## config.mk

```make
export PLATFORM = sky130hd
export DESIGN_NAME = axil_regfile_flat
export DESIGN_NICKNAME = d
export VERILOG_FILES = /design/src/rtl/axil_pkg.sv /design/src/rtl/axil_regfile_if.sv /design/src/rtl/axil_wr_collect.sv /design/src/rtl/axil_regfile.sv /design/src/flat_wrapper.sv
export SDC_FILE = /design/constraint.sdc
export NUM_CORES = 1
export LEC_CHECK = 0
export BUFFER_PORTS_ARGS = -buffer_cell sky130_fd_sc_hd__buf_2
export CAP_MARGIN = 20
export CORE_AREA = 2 2 259 261
export DETAILED_ROUTE_END_ITERATION = 12
export DIE_AREA = 0 0 261 263
export MAX_ROUTING_LAYER = met4
export PLACE_DENSITY = 0.49
export SLEW_MARGIN = 10
export SYNTH_ARGS = -nofsm -noshare
export SYNTH_HDL_FRONTEND = slang
export SYNTH_SLANG_ARGS = --single-unit
export TNS_END_PERCENT = 50
```

## constraint.sdc

```tcl
create_clock -name aclk -period 6.25 [get_ports aclk]
set_input_delay 0 -clock aclk [delete_from_list [all_inputs] [get_ports aclk]]
set_output_delay 0 -clock aclk [all_outputs]
set_load 0.02 [all_outputs]
```

## src/rtl/axil_pkg.sv

```systemverilog
// rtl/axil_pkg.sv - shared types, response codes and strobe merge for the AXI4-Lite register bank
//
// Purpose : common definitions imported by axil_regfile and its sub-module.
// Contents: resp_t / RESP_OKAY / RESP_SLVERR, buf_state_t, merge().

package axil_pkg;

  typedef logic [1:0] resp_t;

  localparam resp_t RESP_OKAY   = 2'b00;
  localparam resp_t RESP_SLVERR = 2'b10;

  // Occupancy of one AW or W holding buffer.
  typedef enum logic {
    BUF_EMPTY = 1'b0,
    BUF_FULL  = 1'b1
  } buf_state_t;

  // Widest supported data bus; merge() works on this width and callers
  // zero-extend / truncate their DATA_W-wide operands.
  localparam int MAX_DATA_W = 64;
  localparam int MAX_STRB_W = MAX_DATA_W / 8;

  // Byte k of the result comes from new_v when strb[k] is set, else from old_v.
  function automatic logic [MAX_DATA_W-1:0] merge(
    input logic [MAX_DATA_W-1:0] old_v,
    input logic [MAX_DATA_W-1:0] new_v,
    input logic [MAX_STRB_W-1:0] strb
  );
    logic [MAX_DATA_W-1:0] res;
    res = old_v;
    for (int k = 0; k < MAX_STRB_W; k++) begin
      if (strb[k]) begin
        res[8*k +: 8] = new_v[8*k +: 8];
      end
    end
    return res;
  endfunction

endpackage

```

## src/rtl/axil_regfile_if.sv

```systemverilog
// rtl/axil_regfile_if.sv - AXI4-Lite bus bundle with master and slave modports
//
// Purpose : groups the five AXI4-Lite channels into one port.
// Ports   : AW (awaddr/awprot/awvalid/awready), W (wdata/wstrb/wvalid/wready),
//           B (bresp/bvalid/bready), AR (araddr/arprot/arvalid/arready),
//           R (rdata/rresp/rvalid/rready).

interface axil_regfile_if #(
  parameter int ADDR_W = 32,
  parameter int DATA_W = 32
) ();
  import axil_pkg::*;

  logic [ADDR_W-1:0]   awaddr;
  logic [2:0]          awprot;
  logic                awvalid;
  logic                awready;

  logic [DATA_W-1:0]   wdata;
  logic [DATA_W/8-1:0] wstrb;
  logic                wvalid;
  logic                wready;

  resp_t               bresp;
  logic                bvalid;
  logic                bready;

  logic [ADDR_W-1:0]   araddr;
  logic [2:0]          arprot;
  logic                arvalid;
  logic                arready;

  logic [DATA_W-1:0]   rdata;
  resp_t               rresp;
  logic                rvalid;
  logic                rready;

  modport master (
    output awaddr, awprot, awvalid, wdata, wstrb, wvalid, bready,
           araddr, arprot, arvalid, rready,
    input  awready, wready, bresp, bvalid, arready, rdata, rresp, rvalid
  );

  modport slave (
    input  awaddr, awprot, awvalid, wdata, wstrb, wvalid, bready,
           araddr, arprot, arvalid, rready,
    output awready, wready, bresp, bvalid, arready, rdata, rresp, rvalid
  );

endinterface

```

## src/rtl/axil_wr_collect.sv

```systemverilog
// rtl/axil_wr_collect.sv - AW/W holding buffers producing a single write commit strobe
//
// Purpose : accepts AW and W in either order, holds each until the other
//           arrives, then presents commit for one cycle with decoded index.
// Ports   : aclk/arst clock and sync reset; en enables readies after reset;
//           awaddr/awvalid/awready, wdata/wstrb/wvalid/wready from the bus;
//           bvalid blocks new acceptance; commit/idx/decode_err/data/strb
//           describe the pending write to the register bank.

module axil_wr_collect
  import axil_pkg::*;
#(
  parameter int ADDR_W   = 32,
  parameter int DATA_W   = 32,
  parameter int NUM_REGS = 8,
  parameter int IDX_W    = 3
) (
  input  logic                aclk,
  input  logic                arst,
  input  logic                en,
  input  logic [ADDR_W-1:0]   awaddr,
  input  logic                awvalid,
  output logic                awready,
  input  logic [DATA_W-1:0]   wdata,
  input  logic [DATA_W/8-1:0] wstrb,
  input  logic                wvalid,
  output logic                wready,
  input  logic                bvalid,
  output logic                commit,
  output logic [IDX_W-1:0]    idx,
  output logic                decode_err,
  output logic [DATA_W-1:0]   data,
  output logic [DATA_W/8-1:0] strb
);

  localparam int ALSB   = $clog2(DATA_W / 8);
  localparam int WORD_W = ADDR_W - ALSB;

  buf_state_t          aw_state;
  buf_state_t          w_state;
  logic [WORD_W-1:0]   aw_word;
  logic [DATA_W-1:0]   w_data_q;
  logic [DATA_W/8-1:0] w_strb_q;

  // Byte-offset bits never select anything.
  logic unused_lsb;
  assign unused_lsb = ^awaddr[ALSB-1:0];

  assign awready = en && (aw_state == BUF_EMPTY) && !bvalid;
  assign wready  = en && (w_state == BUF_EMPTY) && !bvalid;

  // Both buffers full: the bank writes on this edge and both buffers drain.
  assign commit     = (aw_state == BUF_FULL) && (w_state == BUF_FULL);
  assign idx        = aw_word[IDX_W-1:0];
  assign decode_err = aw_word >= WORD_W'(NUM_REGS);
  assign data       = w_data_q;
  assign strb       = w_strb_q;

  always_ff @(posedge aclk) begin
    if (arst) begin
      aw_state <= BUF_EMPTY;
      w_state  <= BUF_EMPTY;
      aw_word  <= '0;
      w_data_q <= '0;
      w_strb_q <= '0;
    end else if (commit) begin
      aw_state <= BUF_EMPTY;
      w_state  <= BUF_EMPTY;
    end else begin
      if (awvalid && awready) begin
        aw_state <= BUF_FULL;
        aw_word  <= awaddr[ADDR_W-1:ALSB];
      end
      if (wvalid && wready) begin
        w_state  <= BUF_FULL;
        w_data_q <= wdata;
        w_strb_q <= wstrb;
      end
    end
  end

endmodule

```

## src/rtl/axil_regfile.sv

```systemverilog
// rtl/axil_regfile.sv - parametrised AXI4-Lite slave register bank
//
// Purpose : NUM_REGS registers of DATA_W bits behind an AXI4-Lite slave, with
//           read-only slots mapped to hardware inputs, byte-strobe merging,
//           SLVERR on decode/RO errors and per-register write pulses.
// Ports   : aclk, arst (sync active-high); s_axil AXI4-Lite slave bundle;
//           reg_out RW register contents (slice i = register i);
//           reg_in hardware values for RO registers; wr_pulse one-cycle
//           commit indication per register.

module axil_regfile
  import axil_pkg::*;
#(
  parameter int                   DATA_W    = 32,  // 32 or 64
  parameter int                   NUM_REGS  = 8,   // 1..256
  parameter int                   ADDR_W    = 32,
  parameter logic [NUM_REGS-1:0]  RO_MASK   = '0,
  parameter logic [DATA_W-1:0]    RESET_VAL = '0
) (
  input  logic                         aclk,
  input  logic                         arst,
  axil_regfile_if.slave                s_axil,
  output logic [NUM_REGS*DATA_W-1:0]   reg_out,
  input  logic [NUM_REGS*DATA_W-1:0]   reg_in,
  output logic [NUM_REGS-1:0]          wr_pulse
);

  localparam int STRB_W = DATA_W / 8;
  localparam int ALSB   = $clog2(STRB_W);
  localparam int WORD_W = ADDR_W - ALSB;
  localparam int IDX_W  = (NUM_REGS > 1) ? $clog2(NUM_REGS) : 1;

  // Holds every ready low from the reset edge until the first edge with arst low.
  logic en;

  always_ff @(posedge aclk) begin
    if (arst) begin
      en <= 1'b0;
    end else begin
      en <= 1'b1;
    end
  end

  // ---------------------------------------------------------------- write
  logic              commit;
  logic [IDX_W-1:0]  wr_idx;
  logic              wr_decode_err;
  logic [DATA_W-1:0] wr_data;
  logic [STRB_W-1:0] wr_strb;
  logic              wr_err;
  logic              bvalid_q;
  resp_t             bresp_q;

  axil_wr_collect #(
    .ADDR_W   (ADDR_W),
    .DATA_W   (DATA_W),
    .NUM_REGS (NUM_REGS),
    .IDX_W    (IDX_W)
  ) u_wr_collect (
    .aclk       (aclk),
    .arst       (arst),
    .en         (en),
    .awaddr     (s_axil.awaddr),
    .awvalid    (s_axil.awvalid),
    .awready    (s_axil.awready),
    .wdata      (s_axil.wdata),
    .wstrb      (s_axil.wstrb),
    .wvalid     (s_axil.wvalid),
    .wready     (s_axil.wready),
    .bvalid     (bvalid_q),
    .commit     (commit),
    .idx        (wr_idx),
    .decode_err (wr_decode_err),
    .data       (wr_data),
    .strb       (wr_strb)
  );

  // Decode error is tested first so RO_MASK is only consulted for in-range indices.
  assign wr_err = wr_decode_err || RO_MASK[wr_idx];

  logic [DATA_W-1:0] regs [NUM_REGS];

  // Strobe merge runs at the widest bus width; operands are zero-extended.
  logic [MAX_DATA_W-1:0] old_wide;
  logic [MAX_DATA_W-1:0] new_wide;
  logic [MAX_STRB_W-1:0] strb_wide;
  logic [MAX_DATA_W-1:0] merged_wide;
  logic [DATA_W-1:0]     merged;

  always_comb begin
    old_wide                = '0;
    new_wide                = '0;
    strb_wide               = '0;
    old_wide[DATA_W-1:0]    = regs[wr_idx];
    new_wide[DATA_W-1:0]    = wr_data;
    strb_wide[STRB_W-1:0]   = wr_strb;
    merged_wide             = merge(old_wide, new_wide, strb_wide);
    merged                  = merged_wide[DATA_W-1:0];
  end

  logic unused_merge;
  assign unused_merge = ^merged_wide;

  for (genvar i = 0; i < NUM_REGS; i++) begin : g_reg
    // RO slots keep RESET_VAL in storage; reads of them go to reg_in instead.
    always_ff @(posedge aclk) begin
      if (arst) begin
        regs[i] <= RESET_VAL;
      end else if (commit && !wr_err && (wr_idx == IDX_W'(i))) begin
        regs[i] <= merged;
      end
    end
    assign reg_out[i*DATA_W +: DATA_W] = regs[i];
  end

  always_ff @(posedge aclk) begin
    if (arst) begin
      bvalid_q <= 1'b0;
      bresp_q  <= RESP_OKAY;
      wr_pulse <= '0;
    end else begin
      wr_pulse <= '0;
      // commit cannot coincide with bvalid: AW/W are refused while bvalid is high.
      if (commit) begin
        bvalid_q <= 1'b1;
        bresp_q  <= wr_err ? RESP_SLVERR : RESP_OKAY;
        if (!wr_err) begin
          wr_pulse <= NUM_REGS'(1) << wr_idx;
        end
      end else if (bvalid_q && s_axil.bready) begin
        bvalid_q <= 1'b0;
      end
    end
  end

  assign s_axil.bvalid = bvalid_q;
  assign s_axil.bresp  = bresp_q;

  // ----------------------------------------------------------------- read
  logic [DATA_W-1:0] ro_vals [NUM_REGS];
  logic [WORD_W-1:0] rd_word;
  logic [IDX_W-1:0]  rd_idx;
  logic              rd_err;
  logic [DATA_W-1:0] rd_val;
  logic              rvalid_q;
  logic [DATA_W-1:0] rdata_q;
  resp_t             rresp_q;

  for (genvar i = 0; i < NUM_REGS; i++) begin : g_ro
    assign ro_vals[i] = reg_in[i*DATA_W +: DATA_W];
  end

  assign rd_word = s_axil.araddr[ADDR_W-1:ALSB];
  assign rd_idx  = rd_word[IDX_W-1:0];
  assign rd_err  = rd_word >= WORD_W'(NUM_REGS);
  // regs[] is sampled before any same-edge commit lands, so a colliding
  // read returns the pre-commit value.
  assign rd_val  = RO_MASK[rd_idx] ? ro_vals[rd_idx] : regs[rd_idx];

  assign s_axil.arready = en && !rvalid_q;

  always_ff @(posedge aclk) begin
    if (arst) begin
      rvalid_q <= 1'b0;
      rdata_q  <= '0;
      rresp_q  <= RESP_OKAY;
    end else if (s_axil.arvalid && s_axil.arready) begin
      rvalid_q <= 1'b1;
      rdata_q  <= rd_err ? '0 : rd_val;
      rresp_q  <= rd_err ? RESP_SLVERR : RESP_OKAY;
    end else if (rvalid_q && s_axil.rready) begin
      rvalid_q <= 1'b0;
    end
  end

  assign s_axil.rvalid = rvalid_q;
  assign s_axil.rdata  = rdata_q;
  assign s_axil.rresp  = rresp_q;

  logic unused_bus;
  assign unused_bus = ^{s_axil.awprot, s_axil.arprot, s_axil.araddr[ALSB-1:0]};

endmodule

```

## src/flat_wrapper.sv

```systemverilog
// flat-port wrapper written by rule: the top's interface ports become plain ports
module axil_regfile_flat import axil_pkg::*;
#(
  parameter int                   DATA_W    = 32,             
  parameter int                   NUM_REGS  = 8,            
  parameter int                   ADDR_W    = 32,
  parameter logic [NUM_REGS-1:0]  RO_MASK   = '0,
  parameter logic [DATA_W-1:0]    RESET_VAL = '0
)
  (aclk, arst, reg_out, reg_in, wr_pulse, s_axil_awaddr, s_axil_awprot, s_axil_awvalid, s_axil_wdata, s_axil_wstrb, s_axil_wvalid, s_axil_bready, s_axil_araddr, s_axil_arprot, s_axil_arvalid, s_axil_rready, s_axil_awready, s_axil_wready, s_axil_bresp, s_axil_bvalid, s_axil_arready, s_axil_rdata, s_axil_rresp, s_axil_rvalid);
  axil_regfile_if #(.ADDR_W(ADDR_W), .DATA_W(DATA_W)) s_axil_i ();
  input  logic aclk;
  input  logic arst;
  output logic [NUM_REGS*DATA_W-1:0] reg_out;
  input  logic [NUM_REGS*DATA_W-1:0] reg_in;
  output logic [NUM_REGS-1:0] wr_pulse;
  input wire logic [$bits(s_axil_i.awaddr)-1:0] s_axil_awaddr;
  input wire logic [$bits(s_axil_i.awprot)-1:0] s_axil_awprot;
  input wire logic [$bits(s_axil_i.awvalid)-1:0] s_axil_awvalid;
  input wire logic [$bits(s_axil_i.wdata)-1:0] s_axil_wdata;
  input wire logic [$bits(s_axil_i.wstrb)-1:0] s_axil_wstrb;
  input wire logic [$bits(s_axil_i.wvalid)-1:0] s_axil_wvalid;
  input wire logic [$bits(s_axil_i.bready)-1:0] s_axil_bready;
  input wire logic [$bits(s_axil_i.araddr)-1:0] s_axil_araddr;
  input wire logic [$bits(s_axil_i.arprot)-1:0] s_axil_arprot;
  input wire logic [$bits(s_axil_i.arvalid)-1:0] s_axil_arvalid;
  input wire logic [$bits(s_axil_i.rready)-1:0] s_axil_rready;
  output wire logic [$bits(s_axil_i.awready)-1:0] s_axil_awready;
  output wire logic [$bits(s_axil_i.wready)-1:0] s_axil_wready;
  output wire logic [$bits(s_axil_i.bresp)-1:0] s_axil_bresp;
  output wire logic [$bits(s_axil_i.bvalid)-1:0] s_axil_bvalid;
  output wire logic [$bits(s_axil_i.arready)-1:0] s_axil_arready;
  output wire logic [$bits(s_axil_i.rdata)-1:0] s_axil_rdata;
  output wire logic [$bits(s_axil_i.rresp)-1:0] s_axil_rresp;
  output wire logic [$bits(s_axil_i.rvalid)-1:0] s_axil_rvalid;
  assign s_axil_i.awaddr = s_axil_awaddr;
  assign s_axil_i.awprot = s_axil_awprot;
  assign s_axil_i.awvalid = s_axil_awvalid;
  assign s_axil_i.wdata = s_axil_wdata;
  assign s_axil_i.wstrb = s_axil_wstrb;
  assign s_axil_i.wvalid = s_axil_wvalid;
  assign s_axil_i.bready = s_axil_bready;
  assign s_axil_i.araddr = s_axil_araddr;
  assign s_axil_i.arprot = s_axil_arprot;
  assign s_axil_i.arvalid = s_axil_arvalid;
  assign s_axil_i.rready = s_axil_rready;
  assign s_axil_awready = s_axil_i.awready;
  assign s_axil_wready = s_axil_i.wready;
  assign s_axil_bresp = s_axil_i.bresp;
  assign s_axil_bvalid = s_axil_i.bvalid;
  assign s_axil_arready = s_axil_i.arready;
  assign s_axil_rdata = s_axil_i.rdata;
  assign s_axil_rresp = s_axil_i.rresp;
  assign s_axil_rvalid = s_axil_i.rvalid;
  axil_regfile #(.DATA_W(DATA_W), .NUM_REGS(NUM_REGS), .ADDR_W(ADDR_W), .RO_MASK(RO_MASK), .RESET_VAL(RESET_VAL)) u_core (.aclk(aclk), .arst(arst), .s_axil(s_axil_i), .reg_out(reg_out), .reg_in(reg_in), .wr_pulse(wr_pulse));
endmodule
```

==> results of run 1 <==
## critical path, cell delays in order, from the launching register on
cell and delay (ns):
dfxtp_1 0.31, nor4_1 0.41, nand4_1 0.46, nor2_1 0.62
nand2_1 0.27, o21ai_4 0.70, buf_4 0.50
## sequential cells by signal, summed over array words and instances (netlist names), named ones only
register	flops
u_core.s_axil.bresp	1
u_core.u_wr_collect.aw_state	1
u_core.s_axil.rvalid	1
u_core.u_wr_collect.aw_word	30
u_core.en	1
u_core.u_wr_collect.data	32
u_core.u_wr_collect.w_state	1
u_core.wr_pulse	8
u_core.s_axil.bvalid	1
u_core.u_wr_collect.strb	4
u_core.s_axil.rdata	32
u_core.regs	256
u_core.s_axil.rresp	1
## worst paths after layout
| check | startpoint | to | slack [ns] | cells past startpoint |
|---|---|---|---|---|
| setup reg to reg | u_core.u_wr_collect.aw_word[3] | u_core.regs[7][17] | 2.57 | 6 |
| hold / removal | s_axil_wvalid | u_core.u_wr_collect.data[28] | 0.15 | 5 |
| setup / recovery | u_core.u_wr_collect.aw_word[3] | u_core.regs[7][17] | 2.57 | 6 |
| hold reg to reg | u_core.u_wr_collect.aw_word[8] | u_core.u_wr_collect.aw_word[8] | 0.45 | 2 |
## cells by family after synthesis
kind of cell / count (synthesis) / synth area share
other: 1 / 0.000220
flip-flops: 372 / 0.588
buffers and inverters: 122 / 0.0308
AO/OA/AOI/OAI: 235 / 0.0887
AND/OR/NAND/NOR: 520 / 0.126
multiplexers: 191 / 0.166
## cell type report
class	count	area, µm²	area share
flip-flops and latches	372	10000	0.449
multi-input cells	948	6580	0.295
repair buffers	512	3050	0.137
clock buffers	67	1340	0.0602
well taps	864	1080	0.0485
clock inverters	16	186	0.00836
inverters	11	41.3	0.00185
## timing repair
| item | 4_1_cts | 5_1_grt |
|---|---|---|
| hold endpoints to repair | 87 | 0 |
| gates resized for setup | 0 | 0 |
| hold buffers | 75 | 0 |
## placed cells by master, fill, tap and decap left out, drive strengths merged, types with 10 or more instances in the layout
master / Yosys / final
a2111oi: 32 / 32
a211oi: 32 / 32
a21oi: 103 / 103
a22oi: 32 / 32
buf: 31 / 437
clkbuf: 80 / 67
clkinv: 0 / 10
dfxtp: 116 / 116
dlygate4sd3: 0 / 75
edfxtp: 256 / 256
inv: 11 / 13
mux2: 95 / 95
mux2i: 32 / 32
mux4: 64 / 64
nand2: 155 / 155
nor2: 295 / 295
nor2b: 35 / 35
nor4: 14 / 14
o22ai: 32 / 32
## metal layers
metal,up-vias,routed length (µm),part of all wire,GRT usage
met3,98,5690,0.078,0.0403
met2,686,33800,0.46,0.336
met1,7202,31800,0.44,0.282
li1,6209,-,-,-
met4,0,1620,0.022,0.0574
met5,-,0,0,-
## power breakdown
part | leakage (nW) | total (W) | internal, W | switching [W]
clock | 0.749 | 0.00271 | 0.00165 | 0.00106
sequential | 3.59 | 0.00279 | 0.00271 | 0.0000845
combinational | 4.40 | 0.000706 | 0.000256 | 0.000450
total | 8.73 | 0.00621 | 0.00462 | 0.00159
## stage by stage
stage / worst slack, ns / hold slack, ns / cell area, µm² / total power, W
2_1_floorplan: 2.27 / 0.136 / 17000 / 0.00322
6_report: 2.57 / 0.151 / 22300 / 0.00621
3_3_place_gp: 2.51 / 0.250 / 20000 / 0.00351
5_1_grt: 2.34 / 0.149 / 22300 / 0.00640
4_1_cts: 2.42 / 0.125 / 22300 / 0.00626
3_5_place_dp: 2.44 / 0.249 / 20000 / 0.00351
==> results.json, run 1 <==
{
  "worstSetupEndpointType": "flip-flop",
  "syn_inst": 1441,
  "drive_above_1_share": 0.359,
  "hold_class": "primary input to flip-flop",
  "status": "completed",
  "grt_pass1_wl_um": 103000,
  "period_share": 0.589,
  "cp.required_ns": 6.46,
  "fmax_ghz": 0.272,
  "syn_avg_cell_area_um2": 11.8,
  "areaGrowthSynthToFinish_pct": 31.0,
  "cts_made_buffers": 45,
  "rsz0062_at_grt": "no",
  "ios": 674,
  "antenna_found_initial": 1,
  "critPathMaxFanout": 17,
  "fin_nets": 2259,
  "cts_tree": "yes",
  "vias": 14195,
  "drv_cap": 0,
  "fin_cells": 2790,
  "drv_slew": 0,
  "first_pass_iters": 5,
  "initial_core_util": 0.259,
  "hold_violations": 0,
  "totalNegativeSetupSlack_ns": 0,
  "worst_clock_skew_ns": 0.0213,
  "ant_nets": 0,
  "row_count": 94,
  "crit_path_start_kind": "flip-flop",
  "cp.arrival_ns": 3.90,
  "grt.total_usage": 0.214,
  "yosys.area.top_type_share": 0.452,
  "fp.dieH_um": 263,
  "vias_per_cell": 5.09,
  "grt_max_degree": 161,
  "path_class": "flip-flop to flip-flop",
  "synth_area_leaders": "edfxtp_1 (45%), dfxtp_1 (14%), mux4_2 (8.5%), nor2_1 (6.5%), mux2_2 (6.3%)",
  "clk_pin_slew_ns": 0.06,
  "grt.overflow.total": 0,
  "clk_path_buf_depth": 3,
  "dpl.cell_count": 2631,
  "drc_errors": 0,
  "synth_warnings": 0,
  "p_per_area_nw_per_um2": 279,
  "syn_area_um2": 17000,
  "yosys_most_used_dff": "edfxtp_1",
  "relSlewSlack": 0.349,
  "yosys-top-cells-count": "nor2_1 (295), edfxtp_1 (256), nand2_1 (155)",
  "ys_types": 32,
  "cts_max_level": 2,
  "dpl.hpwl_um": 47300,
  "ys_ff_latch": 372,
  "synth.most_common_cell": "nor2_1",
  "nFillCells": 6611,
  "drt_iter0_markers": 1169,
  "yosysSeqAreaShare": 0.588,
  "synth_top_area_cell": "edfxtp_1",
  "antenna_cells": 0,
  "power_leakage_nw": 8.73,
  "final_util": 0.340,
  "max_slew.worst_pin.slew_ns": 0.976,
  "grt_pass1_vias": 14136,
  "clk_latency_ns": 0.57,
  "wirelength_um": 72900,
  "dieArea_um2": 68600,
  "vdd_drop_max_mv": 0.170,
  "fin_crit_ns": 3.68,
  "finalSetupViolCount": 0,
  "synthArstFlopShare": 0,
  "place_congestion": 0.826,
  "clockRootBuffer": "clkbuf_16",
  "clock-sinks": 372,
  "wl_per_cell_um": 26.1,
  "postCtsSetupRepairBufs": 0,
  "numPortBuffers": 405,
  "synth_edf_count": 256,
  "die_w_um": 261,
  "core_area_um2": 65600
}
Power figures use the tool's default switching activity.
==> inputs of run 2 (changes only) <==
--- a/config.mk
+++ b/config.mk
@@ -7,11 +7,11 @@
 export LEC_CHECK = 0
 export BUFFER_PORTS_ARGS = -buffer_cell sky130_fd_sc_hd__buf_2
 export CAP_MARGIN = 20
-export CORE_AREA = 2 2 259 261
+export CORE_AREA = 2 2 261 263
 export DETAILED_ROUTE_END_ITERATION = 12
-export DIE_AREA = 0 0 261 263
+export DIE_AREA = 0 0 263 265
 export MAX_ROUTING_LAYER = met4
-export PLACE_DENSITY = 0.49
+export PLACE_DENSITY = 0.48
 export SLEW_MARGIN = 10
 export SYNTH_ARGS = -nofsm -noshare
 export SYNTH_HDL_FRONTEND = slang
==> constraint.sdc (replaced) <==
create_clock -name aclk -period 3.6 [get_ports aclk]
set_input_delay 0 -clock aclk [delete_from_list [all_inputs] [get_ports aclk]]
set_output_delay 0 -clock aclk [all_outputs]
set_load 0.02 [all_outputs]
==> run 2 against run 1 <==
  * Sequential power up 74%
  * Combinational power up 77%
  * Final cell count up 0.97%
  * Power up 75%
  * Largest cell class unchanged
  * Sequential share of layout area down 0.53 points
  * Via count up 1.0%
==> results.json, run 2 (same netlist as run 1, synthesis figures left out) <==
{
  "power_w": 0.0108,
  "die_w_um": 263,
  "hold_violations": 0,
  "cts_made_buffers": 46,
  "hp-start": "s_axil_awvalid",
  "critPathMaxFanout": 23,
  "p_per_area_nw_per_um2": 481,
  "fmax_ghz": 0.330,
  "period_share": 0.842,
  "grt_max_degree": 65,
  "vias_per_cell": 5.09,
  "grt.overflow.total": 0,
  "clockRootBuffer": "clkbuf_16",
  "holdPathStages": 4,
  "most-common-layout-cells": "buf_2 (402), nor2_1 (294), edfxtp_1 (256)",
  "m1WireLength_um": 32400,
  "drive_above_1_share": 0.368,
  "clk_path_buf_depth": 3,
  "path_class": "flip-flop to flip-flop",
  "cp.required_ns": 3.80,
  "worst_clock_skew_ns": 0.0269,
  "status": "completed",
  "cp_cell_sequence": "nor4_1 -> nand4_1 -> nor2_1 -> nand2_1 -> o21ai_4 -> buf_4",
  "route.met2.wl_um": 34000,
  "antenna_found_initial": 1,
  "fin_nets": 2273,
  "rrSetupSlack_ns": 0.57,
  "worstSetupEndpointType": "flip-flop",
  "grt.total_usage": 0.214,
  "drv_cap": 0,
  "critPathMaxStageDelay_ns": 0.57,
  "place_congestion": 0.836,
  "cp.arrival_ns": 3.23,
  "drt_iter0_markers": 1163,
  "max_slew.worst_pin.slew_ns": 1.14,
  "largest_register_ffs": 256,
  "dpl.hpwl_um": 49100,
  "areaGrowthSynthToFinish_pct": 32.5,
  "clock-sinks": 372,
  "final_util": 0.338,
  "rsz0062_at_grt": "no",
  "grt_pass1_vias": 14256,
  "relSlewSlack": 0.240,
  "initial_core_util": 0.255,
  "r2r_cells": 6,
  "cts_tree": "yes",
  "dieArea_um2": 69700,
  "clk_latency_ns": 0.59,
  "drc_errors": 0,
  "clk_pin_slew_ns": 0.06,
  "wirelength_um": 74300,
  "cp_num_buf_inv": 1,
  "row_count": 95,
  "totalNegativeSetupSlack_ns": 0,
  "power_leakage_nw": 8.85,
  "cts_max_level": 2,
  "crit_family": "simple AND/OR/NAND/NOR gates",
  "top_register": "u_core.regs",
  "hold_end": "u_core.u_wr_collect.aw_word[8]",
  "crit_path_start_kind": "flip-flop",
  "numPortBuffers": 405,
  "vias": 14339,
  "hold_class": "primary input to flip-flop",
  "ios": 674,
  "layout_commonest_cell": "buf_2",
  "fin_crit_ns": 3.03,
  "worstReg2RegStart": "u_core.u_wr_collect.aw_word[7]",
  "fp.dieH_um": 265,
  "ant_nets": 0,
  "postCtsResizedCells": 0,
  "wl_per_cell_um": 26.4,
  "grt_pass1_wl_um": 104000,
  "drv_slew": 0,
  "holdWs_ns": 0.126,
  "critical-path-slowest-cell": "nor2_1",
  "core_area_um2": 66800,
  "highest_layer": "met4",
  "first_pass_iters": 5,
  "vdd_drop_max_mv": 0.286,
  "nFillCells": 6748,
  "r2r_end": "u_core.regs[7][2]",
  "finalSetupViolCount": 0,
  "wl_met3_um": 6510
}
-- run 2: cell types whose count changed in the layout (fill, tap and decap cells not counted), moves of 3 or more --
| cell | delta |
|---|---|
| clkinv_2 | +5 |
| diode_2 | +3 |
| clkbuf_1 | -3 |
| clkbuf_8 | -4 |
| buf_4 | +5 |
| inv_6 | +3 |
| dlygate4sd3_1 | -5 |
| buf_12 | +13 |
| clkinvlp_4 | +3 |
-- run 2: tightest hold or removal path: stages --
cell	delay, ns
buf_2	0.11
and2_1	0.34
nand2_1	0.15
a21oi_1	0.05
-- run 2: repair_timing --
action,4_1_cts,5_1_grt
setup buffers,0,0
endpoints found under the hold margin,73,0
hold buffers,70,0
-- run 2: final cells by class --
type / instances / area [µm²] / share of cell area
repair buffers: 525 / 3290 / 0.146
well taps: 873 / 1090 / 0.0484
diodes: 3 / 7.51 / 0.000333
clock inverters: 26 / 275 / 0.0122
inverters: 11 / 41.3 / 0.00183
multi-input cells: 948 / 6580 / 0.292
flip-flops and latches: 372 / 10000 / 0.444
clock buffers: 59 / 1250 / 0.0555
-- run 2: routing by layer --
layer / vias to the layer above / track usage
li1: 6239 / -
met1: 7221 / 0.280
met2: 775 / 0.335
met3: 104 / 0.0513
met4: 0 / 0.0496
met5: - / -
-- run 2: metrics by stage --
stage               instance area, µm²  instances  setup slack, ns
CTS                              22500       2813            0.583
detailed placement               20300       2658            0.600
finish                           22600       2817            0.568
floorplan                        17000       1442           -0.268
global route                     22500       2814            0.388
global placement                 20300       2658            0.630
-- run 2: how the worst max path moves through the flow --
stage	slack, ns	to	cells after the start	from
CTS	0.58	u_core.regs[7][3]	6	u_core.u_wr_collect.aw_word[6]
global placement	0.63	u_core.regs[7][8]	6	u_core.u_wr_collect.aw_word[6]
global route	0.39	u_core.regs[7][2]	6	u_core.u_wr_collect.aw_word[6]
finish	0.57	u_core.regs[7][2]	6	u_core.u_wr_collect.aw_word[7]
floorplan	-0.27	u_core.regs[7][0]	5	u_core.u_wr_collect.aw_word[13]
detailed placement	0.60	u_core.regs[7][6]	6	u_core.u_wr_collect.aw_word[6]
-- run 2: power by group --
part	internal, W	total [W]	switching [W]
Combinational	0.000466	0.00125	0.000787
Clock	0.00282	0.00473	0.00190
Sequential	0.00470	0.00486	0.000157
Total	0.00799	0.0108	0.00285
